**src/rtl/usb3_ep_hs_arb_pkg.sv**
```systemverilog
// usb3_ep_hs_arb_pkg
// Shared definitions for the endpoint handshake arbiter:
//   - state_t    : sequencer states (IDLE, DRIVE, RELEASE, GAP)
//   - req_type_t : request type, buffer commit (RX) or buffer arm (TX)
//   - EP_IDX_W   : endpoint index width (fixed, up to four endpoints)
//   - ep_onehot  : endpoint index to one-hot strobe vector
package usb3_ep_hs_arb_pkg;

  localparam int unsigned EP_IDX_W = 2;
  localparam int unsigned EP_MAX   = 4;

  typedef enum logic [1:0] {
    IDLE,
    DRIVE,
    RELEASE,
    GAP
  } state_t;

  typedef enum logic {
    REQ_COMMIT = 1'b0,
    REQ_ARM    = 1'b1
  } req_type_t;

  typedef logic [EP_IDX_W-1:0] ep_idx_t;

  function automatic logic [EP_MAX-1:0] ep_onehot(input ep_idx_t ep);
    logic [EP_MAX-1:0] oh;
    oh     = '0;
    oh[ep] = 1'b1;
    return oh;
  endfunction

endpackage

```
**src/rtl/usb3_rr_arb2.sv**
```systemverilog
// usb3_rr_arb2
// Two-requester round-robin picker with registered last-served state.
// Ports:
//   local_clk  clock
//   reset_n    synchronous active-low reset (last-served resets to requester 1)
//   pick_en    grant is only produced (and history updated) while high
//   req[1:0]   request levels, bit 0 = requester 0, bit 1 = requester 1
//   gnt[1:0]   combinational one-hot grant, zero when pick_en is low
module usb3_rr_arb2 (
  input  logic       local_clk,
  input  logic       reset_n,
  input  logic       pick_en,
  input  logic [1:0] req,
  output logic [1:0] gnt
);

  // High when requester 1 was the most recent winner.
  logic last_1;

  always_comb begin
    gnt = 2'b00;
    if (pick_en) begin
      if (req == 2'b11) begin
        gnt = last_1 ? 2'b01 : 2'b10;
      end else begin
        gnt = req;
      end
    end
  end

  always_ff @(posedge local_clk) begin
    if (!reset_n) begin
      last_1 <= 1'b1;
    end else if (pick_en && (req != 2'b00)) begin
      last_1 <= gnt[1];
    end
  end

endmodule

```
**src/rtl/usb3_ep_hs_arb.sv**
```systemverilog
// usb3_ep_hs_arb
// Serializes RX buffer-commit and TX buffer-arm requests onto the endpoint
// strobes, waits for each endpoint's level ack to rise and fall, enforces a
// strobe-low gap between transactions and returns one done per request.
//
// Parameters: NUM_EP (attached endpoints, 1..4), TIMEOUT (cycles per ack
// phase before abort), GAP_CYC (strobe-low cycles between transactions).
//
// Ports:
//   local_clk, reset_n           clock, synchronous active-low reset
//   rx_req/rx_ep/rx_len          RX commit request (held until rx_gnt)
//   rx_gnt, rx_done              RX grant and completion pulses
//   tx_req/tx_ep                 TX arm request (held until tx_gnt)
//   tx_gnt, tx_done              TX grant and completion pulses
//   ep_commit, ep_commit_len     per-endpoint commit strobe, latched length
//   ep_commit_ack                per-endpoint commit ack (level)
//   ep_arm, ep_arm_ack           per-endpoint arm strobe and ack (level)
//   err_timeout, err_badep       error pulses
//   err_ep                       endpoint index of the last error
//
// Build option: define USB3_EP_HS_ARB_TIMEOUT_EN to enable the per-phase ack
// timeout; without it the sequencer waits indefinitely and err_timeout is 0.
import usb3_ep_hs_arb_pkg::*;

module usb3_ep_hs_arb #(
  parameter int unsigned NUM_EP  = 4,
  parameter int unsigned TIMEOUT = 64,
  parameter int unsigned GAP_CYC = 2
) (
  input  logic        local_clk,
  input  logic        reset_n,
  input  logic        rx_req,
  input  logic [1:0]  rx_ep,
  input  logic [10:0] rx_len,
  output logic        rx_gnt,
  output logic        rx_done,
  input  logic        tx_req,
  input  logic [1:0]  tx_ep,
  output logic        tx_gnt,
  output logic        tx_done,
  output logic [3:0]  ep_commit,
  output logic [10:0] ep_commit_len,
  input  logic [3:0]  ep_commit_ack,
  output logic [3:0]  ep_arm,
  input  logic [3:0]  ep_arm_ack,
  output logic        err_timeout,
  output logic        err_badep,
  output logic [1:0]  err_ep
);

  localparam logic [2:0] NUM_EP_V = 3'(NUM_EP);
  // A zero gap is treated as a single strobe-low cycle.
  localparam logic [7:0] GAP_LAST = (GAP_CYC > 0) ? 8'(GAP_CYC - 1) : 8'd0;

  state_t    state;
  req_type_t cur_type;
  ep_idx_t   cur_ep;
  logic [7:0] gap_cnt;

  logic [1:0] arb_gnt;
  logic       pick_en;
  ep_idx_t    sel_ep;
  logic       sel_bad;
  logic       ack_level;

`ifdef USB3_EP_HS_ARB_TIMEOUT_EN
  localparam logic [7:0] TO_LAST = 8'(TIMEOUT - 1);
  logic [7:0] phase_cnt;
`else
  // TIMEOUT has no effect in this build; the sequencer never aborts.
  assign err_timeout = (TIMEOUT == 0) & 1'b0;
`endif

  assign pick_en = (state == IDLE);

  usb3_rr_arb2 u_rr_arb2 (
    .local_clk (local_clk),
    .reset_n   (reset_n),
    .pick_en   (pick_en),
    .req       ({tx_req, rx_req}),
    .gnt       (arb_gnt)
  );

  always_comb begin
    sel_ep  = arb_gnt[0] ? rx_ep : tx_ep;
    sel_bad = ({1'b0, sel_ep} >= NUM_EP_V);
  end

  // Ack is taken by level, so an ack already high on entry to DRIVE counts.
  always_comb begin
    ack_level = 1'b0;
    if (cur_type == REQ_COMMIT) begin
      ack_level = ep_commit_ack[cur_ep];
    end else begin
      ack_level = ep_arm_ack[cur_ep];
    end
  end

  always_ff @(posedge local_clk) begin
    if (!reset_n) begin
      state         <= IDLE;
      cur_type      <= REQ_COMMIT;
      cur_ep        <= '0;
      gap_cnt       <= '0;
      ep_commit     <= '0;
      ep_arm        <= '0;
      ep_commit_len <= '0;
      rx_gnt        <= 1'b0;
      tx_gnt        <= 1'b0;
      rx_done       <= 1'b0;
      tx_done       <= 1'b0;
      err_badep     <= 1'b0;
      err_ep        <= '0;
`ifdef USB3_EP_HS_ARB_TIMEOUT_EN
      err_timeout   <= 1'b0;
      phase_cnt     <= '0;
`endif
    end else begin
      rx_gnt    <= 1'b0;
      tx_gnt    <= 1'b0;
      rx_done   <= 1'b0;
      tx_done   <= 1'b0;
      err_badep <= 1'b0;
`ifdef USB3_EP_HS_ARB_TIMEOUT_EN
      err_timeout <= 1'b0;
`endif

      case (state)
        IDLE: begin
          if (arb_gnt != 2'b00) begin
            rx_gnt   <= arb_gnt[0];
            tx_gnt   <= arb_gnt[1];
            cur_ep   <= sel_ep;
            cur_type <= arb_gnt[0] ? REQ_COMMIT : REQ_ARM;
            if (arb_gnt[0]) begin
              ep_commit_len <= rx_len;
            end
            if (sel_bad) begin
              // Unattached endpoint: no strobe and no done, just the gap.
              err_badep <= 1'b1;
              err_ep    <= sel_ep;
              gap_cnt   <= '0;
              state     <= GAP;
            end else begin
              if (arb_gnt[0]) begin
                ep_commit <= ep_onehot(sel_ep);
              end else begin
                ep_arm <= ep_onehot(sel_ep);
              end
`ifdef USB3_EP_HS_ARB_TIMEOUT_EN
              phase_cnt <= '0;
`endif
              state <= DRIVE;
            end
          end
        end

        DRIVE: begin
          if (ack_level) begin
            ep_commit <= '0;
            ep_arm    <= '0;
`ifdef USB3_EP_HS_ARB_TIMEOUT_EN
            phase_cnt <= '0;
`endif
            state <= RELEASE;
          end
`ifdef USB3_EP_HS_ARB_TIMEOUT_EN
          else if (phase_cnt == TO_LAST) begin
            ep_commit   <= '0;
            ep_arm      <= '0;
            err_timeout <= 1'b1;
            err_ep      <= cur_ep;
            gap_cnt     <= '0;
            state       <= GAP;
          end else begin
            phase_cnt <= phase_cnt + 8'd1;
          end
`endif
        end

        RELEASE: begin
          if (!ack_level) begin
            if (cur_type == REQ_COMMIT) begin
              rx_done <= 1'b1;
            end else begin
              tx_done <= 1'b1;
            end
            gap_cnt <= '0;
            state   <= GAP;
          end
`ifdef USB3_EP_HS_ARB_TIMEOUT_EN
          else if (phase_cnt == TO_LAST) begin
            err_timeout <= 1'b1;
            err_ep      <= cur_ep;
            gap_cnt     <= '0;
            state       <= GAP;
          end else begin
            phase_cnt <= phase_cnt + 8'd1;
          end
`endif
        end

        GAP: begin
          if (gap_cnt == GAP_LAST) begin
            state <= IDLE;
          end else begin
            gap_cnt <= gap_cnt + 8'd1;
          end
        end

        default: state <= IDLE;
      endcase
    end
  end

endmodule

```
**config.mk**
```make
export PLATFORM = sky130hd
export DESIGN_NAME = usb3_ep_hs_arb
export DESIGN_NICKNAME = d
export VERILOG_FILES = /design/src/rtl/usb3_ep_hs_arb_pkg.sv /design/src/rtl/usb3_rr_arb2.sv /design/src/rtl/usb3_ep_hs_arb.sv
export SDC_FILE = /design/constraint.sdc
export NUM_CORES = 1
export LEC_CHECK = 0
export BUFFER_PORTS_ARGS = -buffer_cell sky130_fd_sc_hd__buf_2
export CORE_ASPECT_RATIO = 1.5
export CORE_MARGIN = 10
export CORE_UTILIZATION = 35
export CTS_CLUSTER_DIAMETER = 150
export DETAILED_ROUTE_END_ITERATION = 12
export PLACE_DENSITY = 0.66
export SYNTH_ARGS = -nofsm -noshare
export SYNTH_HDL_FRONTEND = slang
export SYNTH_HIERARCHICAL = 1
export SYNTH_SLANG_ARGS = --single-unit
```
**constraint.sdc**
```tcl
create_clock -name local_clk -period 3.09 [get_ports local_clk]
set_input_delay 0.309 -clock local_clk [delete_from_list [all_inputs] [get_ports local_clk]]
set_output_delay 0.309 -clock local_clk [all_outputs]
set_load 0.02 [all_outputs]
```
Yosys cells after proc, flatten, opt, wreduce, memory -nomap -nowiden
Index checks and enable logic that the tools add are counted.
Widths: inputs -> output; s select.
{ "totals": {"ff_bits": 37, "latchBits": 0, "mem_bits_rw": 0, "rom_bits": 0, "in_bits": 27, "out_inout_bits": 27, "word_cells": 74, "memories": 0} }
{ "op_classes": {"add_sub_neg": 1, "n_mul": 0, "div": 0, "order_cmp": 3, "eq_ne": 12, "shifts": 0, "muxes": 29, "n_bitwise": 2, "n_reduce_logical": 15} }
{ "ops": {"columns": ["op", "n"], "rows": [
  ["$mux 4", 5],
  ["$mux 2", 8],
  ["$mux 8", 2],
  ["$pmux 4 s2", 2],
  ["$pmux 8 s2", 1],
  ["$ne 2x2->1 const B", 7],
  ["$reduce_and 4->1", 3],
  ["$reduce_and 3->1", 3],
  ["$add 8x1->8 const B", 1],
  ["$eq 8x1->1 const B", 1],
  ["$pmux 2 s4", 1],
  ["$reduce_bool 2->1", 4],
  ["$mux 1", 7],
  ["$eq 2x2->1 const B", 3],
  ["$lt 2x3->1 const B", 2],
  ["$bmux 1 s2", 2],
  ["$reduce_or 3->1", 1],
  ["$demux 1 s2", 1],
  ["$eq 2x1->1 const B", 1],
  ["$ge 2x1->1 const B", 1],
  ["$logic_and 1x1->1", 2],
  ["$logic_not 2->1", 1],
  ["$not 1->1", 2],
  ["$reduce_and 2->1", 1]
]} }

Longest topological paths before layout
{ "depth": {"word_depth": 11, "mapped_depth": 9} }

By module
Netlist, hierarchy kept.
{ "modules_own_cells": {"columns": ["mod", "instances", "cells_per_inst", "area_per_inst_um2", "seq_area_each_um2"], "rows": [
  ["usb3_ep_hs_arb", 1, 203, 1757.9, 720.7],
  ["usb3_rr_arb2", 1, 8, 56.3, 20.0]
]} }

Worst setup path before layout
Ideal clock, no wire load.
{ "synth_path": {"path_kind": "register -> register", "from": "register state[0]", "to": "register ep_arm[2]", "setup_time_ns": 0.072, "arrival_ns": 2.156, "setup_slack_ns": 0.863, "path_stages_with_launch": 9, "path_buffers": 1, "period_less_slack_ns": 2.227, "path_cell_list": "dfxtp_1 > inv_1 > ha_1 > nand2_1 > a21oi_1 > clkbuf_1 > mux2i_1 > or4b_2 > mux2i_1"} }
{ "synth_between": {"elab_chain_cells": 10, "word_cells_on_any_way": 18, "classes_between": "order compare (2); eq/ne (4); mux (7); reduce/logical (5)"} }
{ "synth_rtl": {"columns": ["item", "line_no", "source"], "rows": [
  ["start: declaration", "usb3_ep_hs_arb.sv:55", "state_t state;"],
  ["start signal: assignment", "usb3_ep_hs_arb.sv:101", "state <= IDLE;"],
  ["start signal: assignment", "usb3_ep_hs_arb.sv:143", "state <= GAP;"],
  ["start signal: assignment", "usb3_ep_hs_arb.sv:153", "state <= DRIVE;"],
  ["$logic_not 2->1 (*)", "usb3_ep_hs_arb.sv:74", "assign pick_en = (state == IDLE);"],
  ["named net pick_en", "usb3_ep_hs_arb.sv:61", "logic pick_en;"],
  ["$mux 2 (*)", "usb3_rr_arb2.sv:22", "if (pick_en) begin"],
  ["named net arb_gnt[0]", "usb3_ep_hs_arb.sv:60", "logic [1:0] arb_gnt;"],
  ["$mux 2", "usb3_ep_hs_arb.sv:85", "sel_ep = arb_gnt[0] ? rx_ep : tx_ep;"],
  ["$lt 2x3->1 (not written as such) or $ge 2x1->1 (tied branches)", "usb3_ep_hs_arb_pkg.sv:29", "oh[ep] = 1'b1;"],
  ["$logic_and 1x1->1 (not written as such)", "usb3_ep_hs_arb_pkg.sv:29", null],
  ["$mux 1 (not written as such)", "usb3_ep_hs_arb_pkg.sv:29", null],
  ["$demux 1 s2", "usb3_ep_hs_arb_pkg.sv:29", null],
  ["$mux 4", "usb3_ep_hs_arb.sv:145", "if (arb_gnt[0]) begin"],
  ["$mux 4", "usb3_ep_hs_arb.sv:130", "if (arb_gnt != 2'b00) begin"],
  ["$pmux 4 s2", "usb3_ep_hs_arb.sv:128", "case (state)"],
  ["end signal: assignment", "usb3_ep_hs_arb.sv:148", "ep_arm <= ep_onehot(sel_ep);"],
  ["end: declaration", "usb3_ep_hs_arb.sv:44", "output logic [3:0] ep_arm,"]
]} }
The timed path passes the listed nets; every way through them passes the cells marked *. The select of a mux whose other input is x is not followed.
A chain may end at the register's enable or synchronous reset.

Worst setup path in the final report
{ "layout_path": {"from": "register state[0]", "to": "register ep_commit[2]"} }
{ "layout_between": {"elab_chain_cells": 10, "word_cells_on_any_way": 18, "classes_between": "order compare (2); eq/ne (4); mux (7); reduce/logical (5)"} }
{ "layout_rtl": {"columns": ["item", "line_no", "source"], "rows": [
  ["$logic_not 2->1 (*)", "usb3_ep_hs_arb.sv:74", null],
  ["named net pick_en", "usb3_ep_hs_arb.sv:61", null],
  ["$mux 2 (*)", "usb3_rr_arb2.sv:22", null],
  ["named net arb_gnt[0]", "usb3_ep_hs_arb.sv:60", null],
  ["$mux 2", "usb3_ep_hs_arb.sv:85", null],
  ["$lt 2x3->1 (not written as such) or $ge 2x1->1 (tied branches)", "usb3_ep_hs_arb_pkg.sv:29", null],
  ["$logic_and 1x1->1 (not written as such)", "usb3_ep_hs_arb_pkg.sv:29", null],
  ["$mux 1 (not written as such)", "usb3_ep_hs_arb_pkg.sv:29", null],
  ["$demux 1 s2", "usb3_ep_hs_arb_pkg.sv:29", null],
  ["$mux 4", "usb3_ep_hs_arb.sv:145", null],
  ["$mux 4", "usb3_ep_hs_arb.sv:130", null],
  ["$pmux 4 s2", "usb3_ep_hs_arb.sv:128", null],
  ["end signal: assignment", "usb3_ep_hs_arb.sv:146", "ep_commit <= ep_onehot(sel_ep);"],
  ["end: declaration", "usb3_ep_hs_arb.sv:41", "output logic [3:0] ep_commit,"]
]} }
Marked as above.

==> flow_metrics.env <==
export IMPL_reg2regPathDepth=8
export IMPL_track_usage=0.105
export IMPL_syn_area_per_cell_um2=8.60
export IMPL_cp_start_kind="flip-flop"
export IMPL_synthToLayoutAreaGrowth_pct=19.5
export IMPL_grt_setup_unrepaired="no"
export IMPL_antenna_left=0
export IMPL_ys_warnings_count=6
export IMPL_hold_start="rx_len[6]"
export IMPL_r2r_end="ep_commit[2]"
export IMPL_dpl_cell_count=319
export IMPL_worstReg2RegStart="state[0]"
export IMPL_tightest_slew_ps=719
export IMPL_fmax_ghz=0.415
export IMPL_ios=54
export IMPL_required_ps=3300
export IMPL_ys_types=42
export IMPL_min_path_type="in -> reg"
export IMPL_antenna_found_initial=0
export IMPL_die_h_um=108
export IMPL_clk_latency_ps=290
export IMPL_post_cts_buffers=0
export IMPL_min_period_ps=2410
export IMPL_cap_violations=0
export IMPL_cts_root_buffer="clkbuf_8"
export IMPL_portBuffers=49
export IMPL_powerDensity_nw_per_um2=789
export IMPL_gr_total_overflow=0
export IMPL_clock_sinks=37
export IMPL_dr_pass1_iters=4
export IMPL_clk_path_buf_depth=2
export IMPL_fp_row_count=32
export IMPL_syn_area_um2=1810
export IMPL_setup_violations=0
export IMPL_grt_pass1_vias=1597
export IMPL_hold_end="ep_commit_len[6]"
export IMPL_chipWidth_um=78.8
export IMPL_min_path_cells=3
export IMPL_final_hold_viol_count=0
export IMPL_finalSetupTns_ps=0
export IMPL_critical_path_arrival_ps=2630
export IMPL_leakage_nw=0.971
export IMPL_cts_buffers=5
export IMPL_antenna_cells=0
export IMPL_drcViolationCount=0
export IMPL_utilization=0.426
export IMPL_vdd_ir_drop_max_uv=400
export IMPL_syn_inst=211
export IMPL_r2r_slack_ps=680
export IMPL_drt_iter0_drc=78
export IMPL_routed_wirelength_um=4390
export IMPL_fin_crit_sh=0.781
export IMPL_initial_core_util=0.357
export IMPL_critPathKind="reg -> reg"
export IMPL_routed_via_count=1588
export IMPL_dp_hpwl_um=3340
export IMPL_nets=292
export IMPL_drive_gt1_frac=0.259
export IMPL_grt_pass1_wl_um=7300
export IMPL_final_fill_count=550
export IMPL_routabilityCongestion=0.795
export IMPL_grt_max_degree=24
export IMPL_critPathMaxFanout=11
export IMPL_postCtsHoldBufs=0
export IMPL_cts_resized=0
export IMPL_stdcell_count=327
export IMPL_synth_seq_area_share=0.408
export IMPL_htreeDepth=2
export IMPL_crit_path_end_kind="flip-flop"
export IMPL_wl_per_cell_um=13.4
export IMPL_tritoncts="done"
export IMPL_final_max_slew_violation_count=0
export IMPL_clk_pin_slew_worst_paths_ps=80
export IMPL_core_area_um2=5080
export IMPL_relSlewSlack=0.520
export IMPL_via_per_inst=4.86
export IMPL_synth_seq_cells=37
export IMPL_fin_skew_ps=9.58
export IMPL_die_area_um2=8520
export IMPL_status="finished, final reports clean"
[sequential cells by signal, indices dropped and copies added, names as in the netlist, 2 cells and up]
name / count
cur_ep: 2
ep_arm: 4
ep_commit: 4
ep_commit_len: 11
gap_cnt: 8
state: 2
[metrics by stage]
| stage | setup slack, ps | instance area [um2] | power [W] | hold slack (ps) |
|---|---|---|---|---|
| final | 678 | 2170 | 0.00171 | 252 |
| after global routing | 497 | 2170 | 0.00184 | 255 |
| after CTS | 700 | 2170 | 0.00173 | 248 |
| after detailed placement | 709 | 2080 | 0.00140 | 446 |
| after global placement | 821 | 2080 | 0.00139 | 439 |
| after floorplan | 863 | 1830 | 0.00122 | 415 |
[cell usage in the layout (no fill, tap or decap), types with 2 or more instances in the layout]
cell / n
a211oi_1: 2
a21oi_1: 22
a22o_2: 2
a32o_2: 2
and3_1: 2
buf_2: 49
clkbuf_1: 2
clkbuf_8: 5
conb_1: 4
dfxtp_1: 37
ha_1: 7
inv_1: 7
mux2i_1: 18
nand2_1: 43
nand3_1: 5
nand3b_1: 3
nor2_1: 11
nor2b_1: 2
nor3_1: 3
o21a_1: 2
o21ai_0: 7
o221a_2: 2
[final cells by class]
type,count,area [um2],share of cell area
Multi-Input combinational cell,157,980,0.452
Sequential cell,37,741,0.342
Timing Repair Buffer,50,253,0.117
Tap cell,68,85.1,0.0392
Clock buffer,7,76.3,0.0352
Clock inverter,1,7.51,0.00346
Inverter,7,26.3,0.0121
[layer usage]
| metal | up-vias | part of all wire | track usage |
|---|---|---|---|
| li1 | 822 | - | - |
| met1 | 730 | 0.40 | 0.109 |
| met2 | 29 | 0.54 | 0.186 |
| met3 | 7 | 0.050 | 0.0349 |
| met4 | 0 | 0.018 | 0.0463 |
| met5 | - | 0 | 0 |
[Yosys cell counts]
| master | instances | share of area |
|---|---|---|
| o221a_2 | 2 | 0.012 |
| buf_4 | 4 | 0.017 |
| o21a_1 | 2 | 0.0083 |
| inv_1 | 7 | 0.014 |
| or4b_2 | 1 | 0.0055 |
| a221oi_1 | 1 | 0.0048 |
| or2_4 | 1 | 0.0048 |
| nand2b_1 | 1 | 0.0035 |
| buf_6 | 2 | 0.012 |
| nor3_2 | 1 | 0.0055 |
| and4_1 | 1 | 0.0048 |
| mux2i_1 | 18 | 0.099 |
| nand4b_1 | 1 | 0.0048 |
| ha_1 | 7 | 0.048 |
| dfxtp_1 | 37 | 0.41 |
| a31oi_1 | 1 | 0.0035 |
| a211oi_1 | 2 | 0.0083 |
| a2111o_1 | 1 | 0.0062 |
| o22ai_1 | 1 | 0.0035 |
| o31a_2 | 1 | 0.0055 |
| and3_1 | 2 | 0.0069 |
| a22o_2 | 2 | 0.011 |
| or4_1 | 1 | 0.0041 |
| a32o_2 | 2 | 0.012 |
| nor4b_1 | 1 | 0.0048 |
| nor2_1 | 11 | 0.023 |
| nand3_1 | 5 | 0.014 |
| nand4_1 | 1 | 0.0035 |
| nand3b_1 | 3 | 0.012 |
| and4b_1 | 1 | 0.0055 |
| a41oi_1 | 1 | 0.0048 |
| nor3_1 | 3 | 0.0083 |
| nand2_1 | 43 | 0.089 |
| nor2b_1 | 2 | 0.0069 |
| a31o_2 | 1 | 0.0048 |
| a21boi_0 | 1 | 0.0041 |
| and2_1 | 1 | 0.0035 |
| o21ai_0 | 7 | 0.019 |
| conb_1 | 1 | 0.0021 |
| clkbuf_1 | 7 | 0.014 |
| nor3b_1 | 1 | 0.0041 |
| a21oi_1 | 22 | 0.061 |
[worst max-delay path by stage]
stage,from,end,cells after the start
floorplan,state[0],ep_arm[2],8
global placement,state[0],ep_commit[2],8
detailed placement,state[0],ep_arm[2],8
CTS,state[0],ep_commit[2],8
global route,state[0],ep_commit[2],8
finish,state[0],ep_commit[2],8
[report_power, final]
part	internal [W]	total [W]	switching, W
sequential	0.000565	0.000639	0.0000740
combinational	0.000302	0.000744	0.000441
clock	0.000160	0.000328	0.000168
[critical path, cell delays in order, from the launching register on]
cell	delay [ps]
dfxtp_1	340
inv_1	120
ha_1	350
nand2_1	90
a21oi_1	110
buf_4	160
mux2i_1	380
or4b_2	640
mux2i_1	140
[kinds of logic after synthesis]
logic type      share of synthesized area
flops                               0.408
mux                                0.0993
fa+ha+maj                          0.0483
other cells                       0.00207
buf+inv                            0.0579
compound gates                      0.170
simple gates                        0.214
Note: power is estimated with default switching activity, not from simulation.
